### src/rtl/keypad_entry_pkg.sv
// Shared constants for the keypad entry sequencer: FSM state encoding and command key codes.
// The optional idle auto-clear is enabled by defining ENTRY_TIMEOUT_EN.
package keypad_entry_pkg;

  localparam logic [1:0] S_IDLE  = 2'd0;
  localparam logic [1:0] S_ENTRY = 2'd1;
  localparam logic [1:0] S_HOLD  = 2'd2;

  localparam logic [3:0] KEY_ENTER = 4'hA;
  localparam logic [3:0] KEY_BKSP  = 4'hB;
  localparam logic [3:0] KEY_CLR   = 4'hC;

  function automatic logic is_digit(input logic [3:0] key);
    return key <= 4'd9;
  endfunction

endpackage

### src/rtl/keypad_digit_buffer.sv
// BCD shift register holding the digits typed so far; newest digit lands in [3:0].
// Clear beats push, push beats pop; push when full and pop when empty are ignored.
module keypad_digit_buffer #(
  parameter int NUM_DIGITS = 4
) (
  input  logic                              clk,
  input  logic                              rst_n,
  input  logic                              push,
  input  logic                              pop,
  input  logic                              clr,
  input  logic [3:0]                        digit,
  output logic [4*NUM_DIGITS-1:0]           bcd,
  output logic [$clog2(NUM_DIGITS+1)-1:0]   count,
  output logic                              full,
  output logic                              empty
);

  localparam int W  = 4 * NUM_DIGITS;
  localparam int CW = $clog2(NUM_DIGITS + 1);

  assign full  = (count == CW'(NUM_DIGITS));
  assign empty = (count == '0);

  always_ff @(posedge clk) begin
    if (!rst_n || clr) begin
      bcd   <= '0;
      count <= '0;
    end else if (push && !full) begin
      bcd   <= (bcd << 4) | W'(digit);
      count <= count + CW'(1);
    end else if (pop && !empty) begin
      bcd   <= bcd >> 4;
      count <= count - CW'(1);
    end
  end

endmodule

### src/rtl/keypad_entry_ctrl.sv
// Keypad entry sequencer: builds a BCD number from key strobes and commits it over valid/ready.
// Define ENTRY_TIMEOUT_EN to auto-clear an entry left idle for TIMEOUT_CYCLES cycles.
module keypad_entry_ctrl
  import keypad_entry_pkg::*;
#(
  parameter int NUM_DIGITS     = 4,
  parameter int TIMEOUT_CYCLES = 50000000
) (
  input  logic                              CLK,
  input  logic                              RESET,
  input  logic                              KEY_STROBE,
  input  logic [3:0]                        KEY_CODE,
  input  logic                              VALUE_READY,
  output logic                              VALUE_VALID,
  output logic [4*NUM_DIGITS-1:0]           VALUE_OUT,
  output logic [4*NUM_DIGITS-1:0]           DISPLAY_BCD,
  output logic [$clog2(NUM_DIGITS+1)-1:0]   DIGIT_COUNT,
  output logic                              KEY_BUSY,
  output logic                              OVF_ERR,
  output logic                              TIMEOUT,
  output logic [1:0]                        STATE_DBG
);

  localparam int CW = $clog2(NUM_DIGITS + 1);

  // Handshake: VALUE_OUT is offered while VALUE_VALID=1 and must not change until an
  // edge sees VALUE_VALID & VALUE_READY; that edge completes the transfer.

  logic [1:0] state, state_n;
  logic       accept, key_digit, buf_push, buf_pop, buf_clr;
  logic       buf_full, buf_empty, handshake, tmo_fire;

  assign accept    = KEY_STROBE && (state != S_HOLD);
  assign key_digit = is_digit(KEY_CODE);
  assign handshake = (state == S_HOLD) && VALUE_READY;

  assign buf_push = accept && key_digit;
  assign buf_pop  = accept && (KEY_CODE == KEY_BKSP) && !buf_empty;
  assign buf_clr  = (accept && (KEY_CODE == KEY_CLR)) || handshake || tmo_fire;

  keypad_digit_buffer #(.NUM_DIGITS(NUM_DIGITS)) u_buffer (
    .clk   (CLK),
    .rst_n (RESET),
    .push  (buf_push),
    .pop   (buf_pop),
    .clr   (buf_clr),
    .digit (KEY_CODE),
    .bcd   (DISPLAY_BCD),
    .count (DIGIT_COUNT),
    .full  (buf_full),
    .empty (buf_empty)
  );

`ifdef ENTRY_TIMEOUT_EN
  localparam int TW = (TIMEOUT_CYCLES > 1) ? $clog2(TIMEOUT_CYCLES) : 1;
  logic [TW-1:0] idle_cnt;

  // Any strobe, accepted or ignored, counts as activity and beats the timeout.
  assign tmo_fire = (state == S_ENTRY) && !KEY_STROBE && (idle_cnt == TW'(TIMEOUT_CYCLES - 1));

  always_ff @(posedge CLK) begin
    if (!RESET || (state != S_ENTRY) || KEY_STROBE || tmo_fire) begin
      idle_cnt <= '0;
    end else begin
      idle_cnt <= idle_cnt + TW'(1);
    end
  end
`else
  // Keeps TIMEOUT_CYCLES referenced so both builds share one parameter list.
  assign tmo_fire = 1'b0 && (TIMEOUT_CYCLES > 0);
`endif

  always_comb begin
    state_n = state;
    case (state)
      S_IDLE: begin
        if (accept && key_digit) state_n = S_ENTRY;
      end
      S_ENTRY: begin
        if (accept) begin
          if (KEY_CODE == KEY_ENTER) state_n = S_HOLD;
          else if (KEY_CODE == KEY_CLR) state_n = S_IDLE;
          else if ((KEY_CODE == KEY_BKSP) && (DIGIT_COUNT == CW'(1))) state_n = S_IDLE;
        end else if (tmo_fire) begin
          state_n = S_IDLE;
        end
      end
      S_HOLD: begin
        if (VALUE_READY) state_n = S_IDLE;
      end
      default: state_n = S_IDLE;
    endcase
  end

  always_ff @(posedge CLK) begin
    if (!RESET) begin
      state       <= S_IDLE;
      VALUE_VALID <= 1'b0;
      VALUE_OUT   <= '0;
      OVF_ERR     <= 1'b0;
      TIMEOUT     <= 1'b0;
    end else begin
      state   <= state_n;
      OVF_ERR <= accept && key_digit && (state == S_ENTRY) && buf_full;
      TIMEOUT <= tmo_fire;
      if (accept && (state == S_ENTRY) && (KEY_CODE == KEY_ENTER)) begin
        VALUE_OUT   <= DISPLAY_BCD;
        VALUE_VALID <= 1'b1;
      end else if (handshake) begin
        VALUE_VALID <= 1'b0;
      end
    end
  end

  assign KEY_BUSY  = (state == S_HOLD);
  assign STATE_DBG = state;

endmodule

### config.mk
export PLATFORM = sky130hd
export DESIGN_NAME = keypad_entry_ctrl
export DESIGN_NICKNAME = d
export VERILOG_FILES = /design/src/rtl/keypad_entry_pkg.sv /design/src/rtl/keypad_digit_buffer.sv /design/src/rtl/keypad_entry_ctrl.sv
export SDC_FILE = /design/constraint.sdc
export NUM_CORES = 1
export LEC_CHECK = 0
export CAP_MARGIN = 20
export CORE_ASPECT_RATIO = 1.5
export CORE_MARGIN = 2
export CORE_UTILIZATION = 48
export CTS_BUF_LIST = sky130_fd_sc_hd__clkbuf_16
export DETAILED_ROUTE_END_ITERATION = 8
export GPL_ROUTABILITY_DRIVEN = 1
export PLACE_DENSITY = 0.9
export RECOVER_POWER = 50
export SLEW_MARGIN = 20
export SYNTH_ARGS = -nofsm -noshare
export SYNTH_HDL_FRONTEND = slang
export SYNTH_HIERARCHICAL = 1
export SYNTH_SLANG_ARGS = --single-unit
### constraint.sdc
create_clock -name CLK -period 2.6 [get_ports CLK]
set_clock_uncertainty 0.2 [all_clocks]
set_input_delay 0.26 -clock CLK [delete_from_list [all_inputs] [get_ports CLK]]
set_output_delay 0.26 -clock CLK [all_outputs]
set_load 0.02 [all_outputs]
## After elaboration in Yosys (flattened, before gate mapping)

Cells that the tools add are included.

- Bits in registers: 39
- Input bits: 8

- Equality and inequality tests: 12
- $lt $le $gt $ge: 1
- Bitwise gates (word level): 1
- Reduce and logical (&&, ||, !) cells: 23
- Add/sub/neg operators: 2
- Multiplexer cells: 13

Operators with widths:

| kind | count |
|---|---|
| $mux W16 | 2 |
| $or A16 B4 Y16 | 1 |
| $logic_and A1 B1 Y1 | 13 |
| $eq A4 B4 Y1 const B | 3 |
| $mux W2 | 6 |
| $mux W3 | 2 |
| $ne A2 B2 Y1 const B | 3 |
| $pmux W2 S3 | 1 |
| $le A4 B4 Y1 const B | 1 |
| $ne A4 B4 Y1 const B | 1 |
| $reduce_and A4 Y1 | 1 |
| $reduce_bool A2 Y1 | 2 |
| $add A3 B1 Y3 const B | 1 |
| $eq A3 B1 Y1 const B | 1 |
| $eq A3 B3 Y1 const B | 1 |
| $logic_not A1 Y1 | 3 |
| $logic_not A3 Y1 | 1 |
| $sub A3 B1 Y3 const B | 1 |
| $eq A2 B1 Y1 const B | 1 |
| $eq A2 B2 Y1 const B | 1 |
| $logic_not A2 Y1 | 1 |
| $logic_or A1 B1 Y1 | 2 |
| $mux W1 | 2 |
| $ne A2 B1 Y1 const B | 1 |

## Depth between registers and ports, before layout

Gate-level depths: netlist of run 1.

- Depth after elaboration: 7
- Depth in mapped cells: 9
- Gate-level depth less buffers: 9

## Modules after synthesis

The synthesis of run 1 kept the hierarchy.

Modules (own cells, without submodules):

| module | area an instance (µm²) | cells an instance | instances | seq. area each (µm²) |
|---|---|---|---|---|
| keypad_entry_ctrl | 957.2 | 105 | 1 | 400.4 |
| keypad_digit_buffer | 928.4 | 103 | 1 | 380.4 |

## Least setup slack after synthesis of run 1

OpenSTA, ideal clock, no wires.

- Path kind: reg2reg
- Start point: register state[0], in the netlist STATE_DBG[0]
- End point: register u_buffer.bcd[4]
- Buffers on the path: 1
- Required time: 2312 ps
- Library setup time: 88 ps
- Stages on the path, launching flop included: 8
- Slack: 277 ps
- Arrival: 2035 ps
- Cell sequence: dfxtp_1 -> nand2b_1 -> nand2_1 -> nor4b_1 -> o31a_1 -> clkbuf_1 -> nand2_1 -> a311oi_2

- Longest elaborated chain between the ends: 6
- Elaborated cells on any way between the ends: 14

Ends and longest elaborated chain:

| element | RTL line | RTL |
|---|---|---|
| start: declaration | keypad_entry_ctrl.sv:29 | `logic [1:0] state, state_n;` |
| start signal: assignment | keypad_entry_ctrl.sv:103 | `state <= state_n;` |
| $ne A2 B2 Y1 | keypad_entry_ctrl.sv:33 | `assign accept = KEY_STROBE && (state != S_HOLD);` |
| $logic_and A1 B1 Y1 | keypad_entry_ctrl.sv:33 |  |
| $logic_and A1 B1 Y1 (2 in a row) | keypad_entry_ctrl.sv:38 | `assign buf_pop = accept && (KEY_CODE == KEY_BKSP) && !buf_empty;` |
| net buf_pop | keypad_entry_ctrl.sv:30 | `logic accept, key_digit, buf_push, buf_pop, buf_clr;` |
| $logic_and A1 B1 Y1 | keypad_digit_buffer.sv:31 | `end else if (pop && !empty) begin` |
| $reduce_bool A2 Y1 (no source line) | -- |  |
| end signal: assignment | keypad_digit_buffer.sv:29 | `bcd <= (bcd << 4) \| W'(digit);` |
| end signal: assignment | keypad_digit_buffer.sv:32 | `bcd <= bcd >> 4;` |
| end: declaration | keypad_digit_buffer.sv:12 | `output logic [4*NUM_DIGITS-1:0] bcd,` |

The timed path passes the listed nets, and every way through them passes these cells.
A chain may end at the register's enable or synchronous reset.

## Final worst setup path of run 1

- Start point: register u_buffer.count[2]
- End point: register u_buffer.count[2]

- Longest elaborated chain between the ends: 5
- Elaborated cells on any way between the ends: 12

Ends and longest elaborated chain:

| element | RTL line | RTL |
|---|---|---|
| start: declaration | keypad_digit_buffer.sv:13 | `output logic [$clog2(NUM_DIGITS+1)-1:0] count,` |
| start signal: assignment | keypad_digit_buffer.sv:30 | `count <= count + CW'(1);` |
| start signal: assignment | keypad_digit_buffer.sv:33 | `count <= count - CW'(1);` |
| parallel branches: the longest is 5 deep, another holds $sub A3 B1 Y3 | -- |  |

Parallel ways; which one is timed is not known. The select of a mux whose other input is x is not followed.

==> metrics.txt, run 1 <==
status=completed; Ys Warns=6; initial DRC count=65; H-tree levels=2; n_diodes=0; startpoint types=flip-flop; final setup fails=0; TritonCTS buffer count=5; Pleak=0.0009955 uW; Main synth FF type=dfxtp_1; Layout area overhead=33.11%; post-CTS setup buffer count=0; critical path required time=2.57 ns; WS Path Type=reg2reg; Commonest cells post-synth=39 x dfxtp_1, 25 x nand2_1, 18 x nor2_1, 18 x o21ai_0, 16 x nand3_1; initial antenna violation count=0; first-pass GRT wire length=7458 um; Synth Area in Adders=0.01062; Final GP Congestion=0.8622; worst skew pair latency=0.28 ns; row cnt=27; pin count of the biggest net entering global routing=25; Synth Area in Simple Gates=0.2449; All-Layer GR Usage=0.2323; Synth area leaders=dfxtp_1 41%, a311oi_2 6.4%, nand2_1 5.0%; worst-margin pin slew=0.7127 ns; num ports=49; Initial Utilization=0.5074; mux share of post-synthesis cell area=0; TritonCTS clock tree=built; # hold bufs at CTS=0; maximum VDD drop=610.7 uV; WL/cell=15.30 um; share of layout cells above drive strength 1=0.1163; core area=0.003716 mm2; Max FO, Critical Path=7; Clock Sinks=39; Post-DRT Antenna Nets=0; Reg area=780.7 um2; Core Util, Final=0.6754; Final Hold Fails=0; DR vias=1721; die area=0.004456 mm2; maximum root-to-sink buffer count=2; syn_area_per_cell=9.065 um2; clock tree root driver cell=clkbuf_16; Slew Viols, Final=0; multi-input combinational cell area=974.7 um2; Final nets=266; Vias/cell=5.718; sequential share of the synthesized area=0.4141; grt ovf=0; WP data arrival=2.27 ns; count leader, synth=dfxtp_1; post_cts resized=0; Post-Route Setup TNS=0 ns; Crit path buffers/inverters=1; Post-DP HPWL=3299 um; port buffer count=47; FILL cells=288; EDFF count, synth=0; CP max-delay cell=or3b_1; largest family of logic cells by synthesized area=compound AO/OA/AOI/OAI gates; CP max stage delay=0.50 ns; DRC errors left=0; vias in the first global route=1609; Crit. End Element=flip-flop; RSZ-0062 raised after global routing=no; Die W=55.18 um; Synth top area share=0.4141; synth unique cells=45; FF+latch count, synth=39; total wire length=4605 um; post-synthesis cell area=0.001886 mm2; max cap viols=0; Yosys top cell by area=dfxtp_1; placed cell area=0.002380 mm2; clk slew on worst S/H paths=0.06 ns; Synthesized Nets=217; die height=80.76 um; Mapped Cells=208; Fmax achieved=433.4 MHz; fin area=0.002510 mm2; Initial DRT Pass Iterations=5; worst path cell trace=or3b_1, nand2_4, inv_1, fa_1, nor3_1, o21ai_0, nor3b_2; Post-synth ARST share=0; max_slew headroom=0.5248; Synth Area in XOR/XNOR=0.004645; Final Cycle Share=0.8874; power per cell area=587.5 mW/mm2; min Tclk post-route=2.307 ns; Synth Area in Compound Gates=0.2561; Hold Path Class=reg2reg; CP top delay family=simple AND/OR/NAND/NOR gates
==> per-layer routing <==
layer	share of wire	global-route usage	wire [um]	vias to the layer above
met4	0.026	0.1073	121	0
met1	0.41	0.2677	1893	816
met5	0	0	0	-
met2	0.52	0.3905	2397	56
li1	-	-	-	840
met3	0.042	0.05699	193	9
==> cell type report <==
cell class / count / area share
Clock buffer: 5 / 0.04985
Clock inverter: 3 / 0.004487
Sequential cell: 39 / 0.3111
Multi-Input combinational cell: 148 / 0.3883
Timing Repair Buffer: 57 / 0.2159
Tap cell: 43 / 0.02144
Inverter: 6 / 0.008973
==> stage by stage <==
stage | setup WS [ns] | hold WS [ns] | std cells | power (uW)
floorplan | 0.2772 | 0.2069 | 208 | 826.5
CTS | 0.3166 | 0.2749 | 301 | 1487
detailed placement | 0.1286 | 0.2674 | 293 | 923.2
finish | 0.2929 | 0.2718 | 301 | 1475
global route | 0.1272 | 0.3005 | 301 | 1525
global placement | 0.2686 | 0.2636 | 293 | 917.1
==> state kept, by name (all words and copies together), names as in the netlist <==
register and flops:
VALUE_OUT 16, OVF_ERR 1, STATE_DBG 2, VALUE_VALID 1, u_buffer/count 3, u_buffer/bcd 16
==> cell families (layout without fill, tap and decap cells) <==
group | count (synthesis) | in the layout
compound gates | 60 | 60
simple gates | 85 | 85
other cells | 1 | 1
fa+ha+maj | 1 | 1
xor+xnor | 1 | 1
buf+inv | 21 | 71
flops | 39 | 39
==> where the power goes <==
part	switching [uW]	leakage (uW)	internal [uW]
Sequential	37.4	0.000317	625
Combinational	133	0.000608	108
Clock	227	0.0000701	345
==> tightest hold or removal path, stage by stage, from the launching register on <==
cell and delay, ns:
dfxtp_1 0.30, o21ai_0 0.06, a21boi_1 0.06
==> final timing paths <==
kind,startpoint,to,slack [ns],depth (start not counted)
setup / recovery,u_buffer/count[2]$_SDFFE_PP0P_,u_buffer/count[2]$_SDFFE_PP0P_,0.29,7
hold / removal,VALUE_OUT[6]$_SDFFE_PN0P_,VALUE_OUT[6]$_SDFFE_PN0P_,0.27,2
setup reg to reg,u_buffer/count[2]$_SDFFE_PP0P_,u_buffer/count[2]$_SDFFE_PP0P_,0.29,7
hold reg to reg,VALUE_OUT[6]$_SDFFE_PN0P_,VALUE_OUT[6]$_SDFFE_PN0P_,0.27,2
==> layout by cell type (no fill, tap or decap), drive strengths merged, types with 6 or more instances in the layout <==
cell,Yosys,final
buf,11,9
a21boi,16,16
clkbuf,4,6
dlygate4sd3,0,36
a311oi,12,12
nand2,26,26
nor2,18,18
dfxtp,39,39
inv,6,7
o21ai,18,18
nand3,17,17
clkdlybuf4s50,0,11
No activity file was read; power rests on OpenSTA's default activity.
==> run 2: changes to the inputs <==
- CAP_MARGIN: 20 -> 0
- CORE_UTILIZATION: 48 -> 50
- CTS_BUF_LIST: sky130_fd_sc_hd__clkbuf_16 -> sky130_fd_sc_hd__clkbuf_8
- DONT_BUFFER_PORTS: default -> 1
- PLACE_DENSITY: 0.9 -> 0.76
==> run 2 against run 1 <==
Against the previous run:
- critical path depth down 3
- non-clock buffer count decreased by 42
- die area is 3.8% lower
- clock power fell by 12%
- routed wire length fell by 6.9%
- core utilization is 11 points lower
- combinational power shrank 27%
- register-to-register slack better by 0.15 ns
- fmax is 6.8% higher
- clock-buffer cell count unchanged
- hold slack worse by 0.25 ns
- via count shrank 10%
- critical path type unchanged
- largest cell class unchanged
- highest routed layer unchanged
==> metrics.txt, run 2 (synthesis gave the netlist of run 1 again) <==
critical path required time=2.58 ns; Hold Path Class=in2reg; TritonCTS clock tree=built; Slew Viols, Final=0; row cnt=27; Pleak=0.0007288 uW; H-tree levels=2; Fmax achieved=463.1 MHz; Initial DRT Pass Iterations=4; Final GP Congestion=0.8088; port buffer count=0; RR Startpoint=STATE_DBG[0]$_SDFFE_PN0P_; Non-Filler Instances=259; TritonCTS buffer count=5; max_slew headroom=0.5635; Hold Startpoint=VALUE_READY; startpoint types=flip-flop; All-Layer GR Usage=0.2156; top flop regs=VALUE_OUT (16), u_buffer/bcd (16), u_buffer/count (3); pre-CTS setup slack=0.4498 ns; Worst Hold Depth=2; post-CTS setup buffer count=0; Final Cycle Share=0.8305; WL/cell=16.56 um; power per cell area=655.0 mW/mm2; min Tclk post-route=2.159 ns; Power Total=1356 uW; post-route setup slack=0.4406 ns; max cap viols=0; DP Cell Count=244; FF-to-FF End=VALUE_OUT[12]$_SDFFE_PN0P_; Worst R2R Setup Slack=0.44 ns; die area=0.004288 mm2; Vias/cell=5.977; Layout area overhead=9.754%; n_diodes=0; WP data arrival=2.14 ns; worst skew pair latency=0.29 ns; DR vias=1548; Final nets=224; # hold bufs at CTS=6; most frequent cells in the layout=39 x dfxtp_1, 25 x nand2_1, 18 x nor2_1, 18 x o21ai_0, 16 x nand3_1; worst hold path endpoint=STATE_DBG[1]$_SDFFE_PN0P_; post_cts resized=0; Die W=54.14 um; most common cell after layout, fill and taps aside=dfxtp_1; maximum root-to-sink buffer count=2; clk slew on worst S/H paths=0.08 ns; grt ovf=0; Final Hold Fails=0; Post-DRT Antenna Nets=0; first-pass GRT wire length=6893 um; core area=0.003649 mm2; initial DRC count=48; Post-Route Setup TNS=0 ns; clock tree root driver cell=clkbuf_8; final setup fails=0; die height=79.21 um; pin count of the biggest net entering global routing=25; vias in the first global route=1515; Max FO, Critical Path=17; FF-to-FF path depth=4; total wire length=4288 um; num ports=49; RSZ-0062 raised after global routing=no; Crit. End Element=flip-flop; worst-margin pin slew=0.6510 ns; maximum VDD drop=472.5 uV; Initial Utilization=0.5168; status=completed; DRC errors left=0; initial antenna violation count=0; share of layout cells above drive strength 1=0.1435; WS Path Type=reg2reg; Clock Sinks=39; Post-DP HPWL=2957 um
[run 2: cell types whose count changed in the layout (fill, tap and decap cells not counted), sizes merged]
| cell | before | now |
|---|---|---|
| dlygate4sd3 | 36 | 7 |
| clkdlybuf4s50 | 11 | 0 |
| buf | 9 | 6 |
| bufinv | 0 | 1 |
| clkbuf | 6 | 7 |
| inv | 7 | 6 |
[run 2: cell type report]
| type | count | area [um2] |
|---|---|---|
| Multi-Input combinational cell | 148 | 977.2 |
| Fill cell | 338 | 1579 |
| Clock buffer | 5 | 68.82 |
| Sequential cell | 39 | 780.7 |
| Tap cell | 43 | 53.80 |
| Timing Repair Buffer | 15 | 122.6 |
| Clock inverter | 3 | 43.79 |
| Inverter | 6 | 22.52 |
[run 2: stage by stage]
step	utilization	instance area, um2	hold WS [ns]
after floorplan	-	1886	0.2069
after global placement	0.5192	1894	0.1868
after detailed placement	0.5192	1894	0.1884
after CTS	0.5665	2067	0.01673
after global routing	0.5672	2069	0.02494
final	0.5672	2069	0.02134
[run 2: worst max-delay path by stage]
| stage | startpoint | endpoint | slack, ns | depth (start not counted) |
|---|---|---|---|---|
| 6_report | STATE_DBG[0]$_SDFFE_PN0P_ | VALUE_OUT[12]$_SDFFE_PN0P_ | 0.44 | 4 |
| 5_1_grt | STATE_DBG[0]$_SDFFE_PN0P_ | VALUE_OUT[13]$_SDFFE_PN0P_ | 0.20 | 4 |
| 4_1_cts | u_buffer/count[0]$_SDFFE_PP0P_ | u_buffer/count[2]$_SDFFE_PP0P_ | 0.44 | 7 |
| 3_5_place_dp | u_buffer/count[0]$_SDFFE_PP0P_ | u_buffer/count[2]$_SDFFE_PP0P_ | 0.45 | 7 |
| 3_3_place_gp | u_buffer/count[0]$_SDFFE_PP0P_ | u_buffer/count[2]$_SDFFE_PP0P_ | 0.51 | 7 |
| 2_1_floorplan | STATE_DBG[0]$_SDFFE_PN0P_ | u_buffer/bcd[4]$_SDFFE_PP0P_ | 0.28 | 7 |
[run 2: routing by layer]
metal | vias up | part of all wire | track usage
met4 | 0 | 0.021 | 0.1225
met1 | 744 | 0.41 | 0.2311
met5 | - | 0 | 0
met2 | 45 | 0.50 | 0.3494
li1 | 752 | - | -
met3 | 7 | 0.070 | 0.07895
[run 2: critical path, stage by stage (launching register included)]
cell and delay, ns:
dfxtp_1 0.32, clkbuf_1 0.40, nand4bb_1 0.61, o21ai_0 0.39, a21boi_0 0.12
[run 2: report_power, final]
part | internal (uW) | total [uW] | switching [uW]
Combinational | 71.5 | 176 | 105
Clock | 286 | 502 | 216
Sequential | 623 | 677 | 53.8
Total | 981 | 1360 | 375
==> run 3: changes to the inputs <==
- clock period: 2.6 -> 2 ns (I/O delays scaled with it)
==> run 3 against run 2 <==
Against the previous run:
- non-clock buffer count increased by 8
- worst setup slack worse by 0.44 ns
- largest cell class unchanged
- routed wire length up 3.5%
- largest power group unchanged
- die area did not move
- sequential cell count stayed put
==> metrics.txt, run 3 (synthesis gave the netlist of run 1 again) <==
status=completed; TritonCTS buffer count=5; Max FO, Critical Path=5; startpoint types=flip-flop; Hold Startpoint=KEY_CODE[3]; H-tree levels=2; WP data arrival=1.98 ns; max cap viols=0; die height=79.21 um; n_diodes=0; clock power share=0.343; grt ovf=0; Pleak=0.0008029 uW; clk slew on worst S/H paths=0.08 ns; Final GP Congestion=0.7814; power share of the sequential group=0.508; min Tclk post-route=1.999 ns; share of layout cells above drive strength 1=0.2321; max_slew headroom=0.5746; Clock Sinks=39; Non-Filler Instances=267; switch share=0.2890; row cnt=27; switching power=503.3 uW; logic gate share of total power=0.148; maximum root-to-sink buffer count=2; pin count of the biggest net entering global routing=25; DP Cell Count=249; internal power=1238 uW; placed cell area=0.002002 mm2; RR Startpoint=u_buffer/count[2]$_SDFFE_PP0P_; Initial Utilization=0.5168; final setup fails=0; WL/cell=16.63 um; TritonCTS clock tree=built; top flop regs=VALUE_OUT (16), u_buffer/bcd (16), u_buffer/count (3); Hold Path Class=in2reg; WS Path Type=reg2reg; Final Hold Fails=0; worst-margin pin slew=0.6381 ns; Fmax achieved=500.2 MHz; initial DRC count=29; first-pass GRT wire length=6913 um; clock tree root driver cell=clkbuf_8; Final nets=232; Initial DRT Pass Iterations=4; Vias/cell=6.037; maximum VDD drop=489.0 uV; Post-DP HPWL=2991 um; worst skew pair latency=0.30 ns; Final Cycle Share=0.9997; Slew Viols, Final=0; most common cell after layout, fill and taps aside=dfxtp_1; critical path required time=1.98 ns; most frequent cells in the layout=34 x dfxtp_1, 24 x nand2_1, 17 x o21ai_0, 17 x nor2_1, 16 x nand3_1; All-Layer GR Usage=0.2190; core area=0.003649 mm2; Die W=54.14 um; vias in the first global route=1432; num ports=49; power per cell area=785.1 mW/mm2; Layout area overhead=17.65%; Worst Setup SP=u_buffer/count[2]$_SDFFE_PP0P_; fin area=0.002218 mm2; port buffer count=0; Post-DRT Antenna Nets=0; DRC errors left=0; total wire length=4440 um; Crit. End Element=flip-flop; DR vias=1612; RSZ-0062 raised after global routing=yes; initial antenna violation count=0; die area=0.004288 mm2
## run 3: power by group through the flow
stage | logic [uW] | registers (uW) | clock network (uW)
after global routing | 279 | 891 | 636
after floorplan | 180 | 908 | 0
after global placement | 225 | 903 | 0
final | 258 | 886 | 598
after detailed placement | 232 | 903 | 0
after CTS | 250 | 885 | 603
## run 3: repair_timing
item | CTS | global route
hold buffers | 9 | 0
hold endpoints to repair | 24 | 0
endpoints found under the setup margin | 0 | 7
setup buffers | 0 | 1
resized for setup | 0 | 5
## run 3: path summary, 6_finish.rpt
kind | slack (ns) | end | cells past startpoint
setup / recovery | 0.0006 | u_buffer/count[2]$_SDFFE_PP0P_ | 7
hold / removal | 0.09 | STATE_DBG[0]$_SDFFE_PN0P_ | 3
setup reg to reg | 0.0006 | u_buffer/count[2]$_SDFFE_PP0P_ | 7
hold reg to reg | 0.38 | VALUE_OUT[3]$_SDFFE_PN0P_ | 2
## run 3: stage by stage
stage | utilization | worst slack [ns] | power [uW] | TNS (ns) | hold slack (ns)
final | 0.6080 | 0.0006317 | 1742 | 0 | 0.08509
after detailed placement | 0.5487 | 0.04622 | 1135 | 0 | 0.1354
after CTS | 0.6015 | 0.02950 | 1738 | 0 | 0.02253
after global placement | 0.5487 | 0.08386 | 1128 | 0 | 0.1239
after floorplan | - | -0.003643 | 1087 | -0.003643 | 0.1441
after global routing | 0.6080 | -0.04466 | 1806 | -0.07030 | 0.06674
## run 3: worst max-delay path, stage by stage (launching register included)
cell and delay (ns):
dfxtp_4 0.37, or3b_4 0.42, nand2_4 0.08, inv_2 0.05
fa_2 0.34, nor3_2 0.17, o21ai_1 0.10, nor3b_2 0.15
## run 3: layer usage
metal,up-vias,GRT usage,share of wire
met4,0,0.1200,0.027
li1,770,-,-
met1,773,0.2583,0.40
met5,-,0,0
met2,58,0.3434,0.50
met3,11,0.06391,0.066
## run 3: area by class of cell
| cell class | count | area, um2 |
|---|---|---|
| Multi-Input combinational cell | 148 | 1025 |
| Inverter | 6 | 22.52 |
| Fill cell | 315 | 1430 |
| Clock inverter | 1 | 6.256 |
| Clock buffer | 7 | 96.34 |
| Tap cell | 43 | 53.80 |
| Sequential cell | 39 | 792.0 |
| Timing Repair Buffer | 23 | 222.7 |
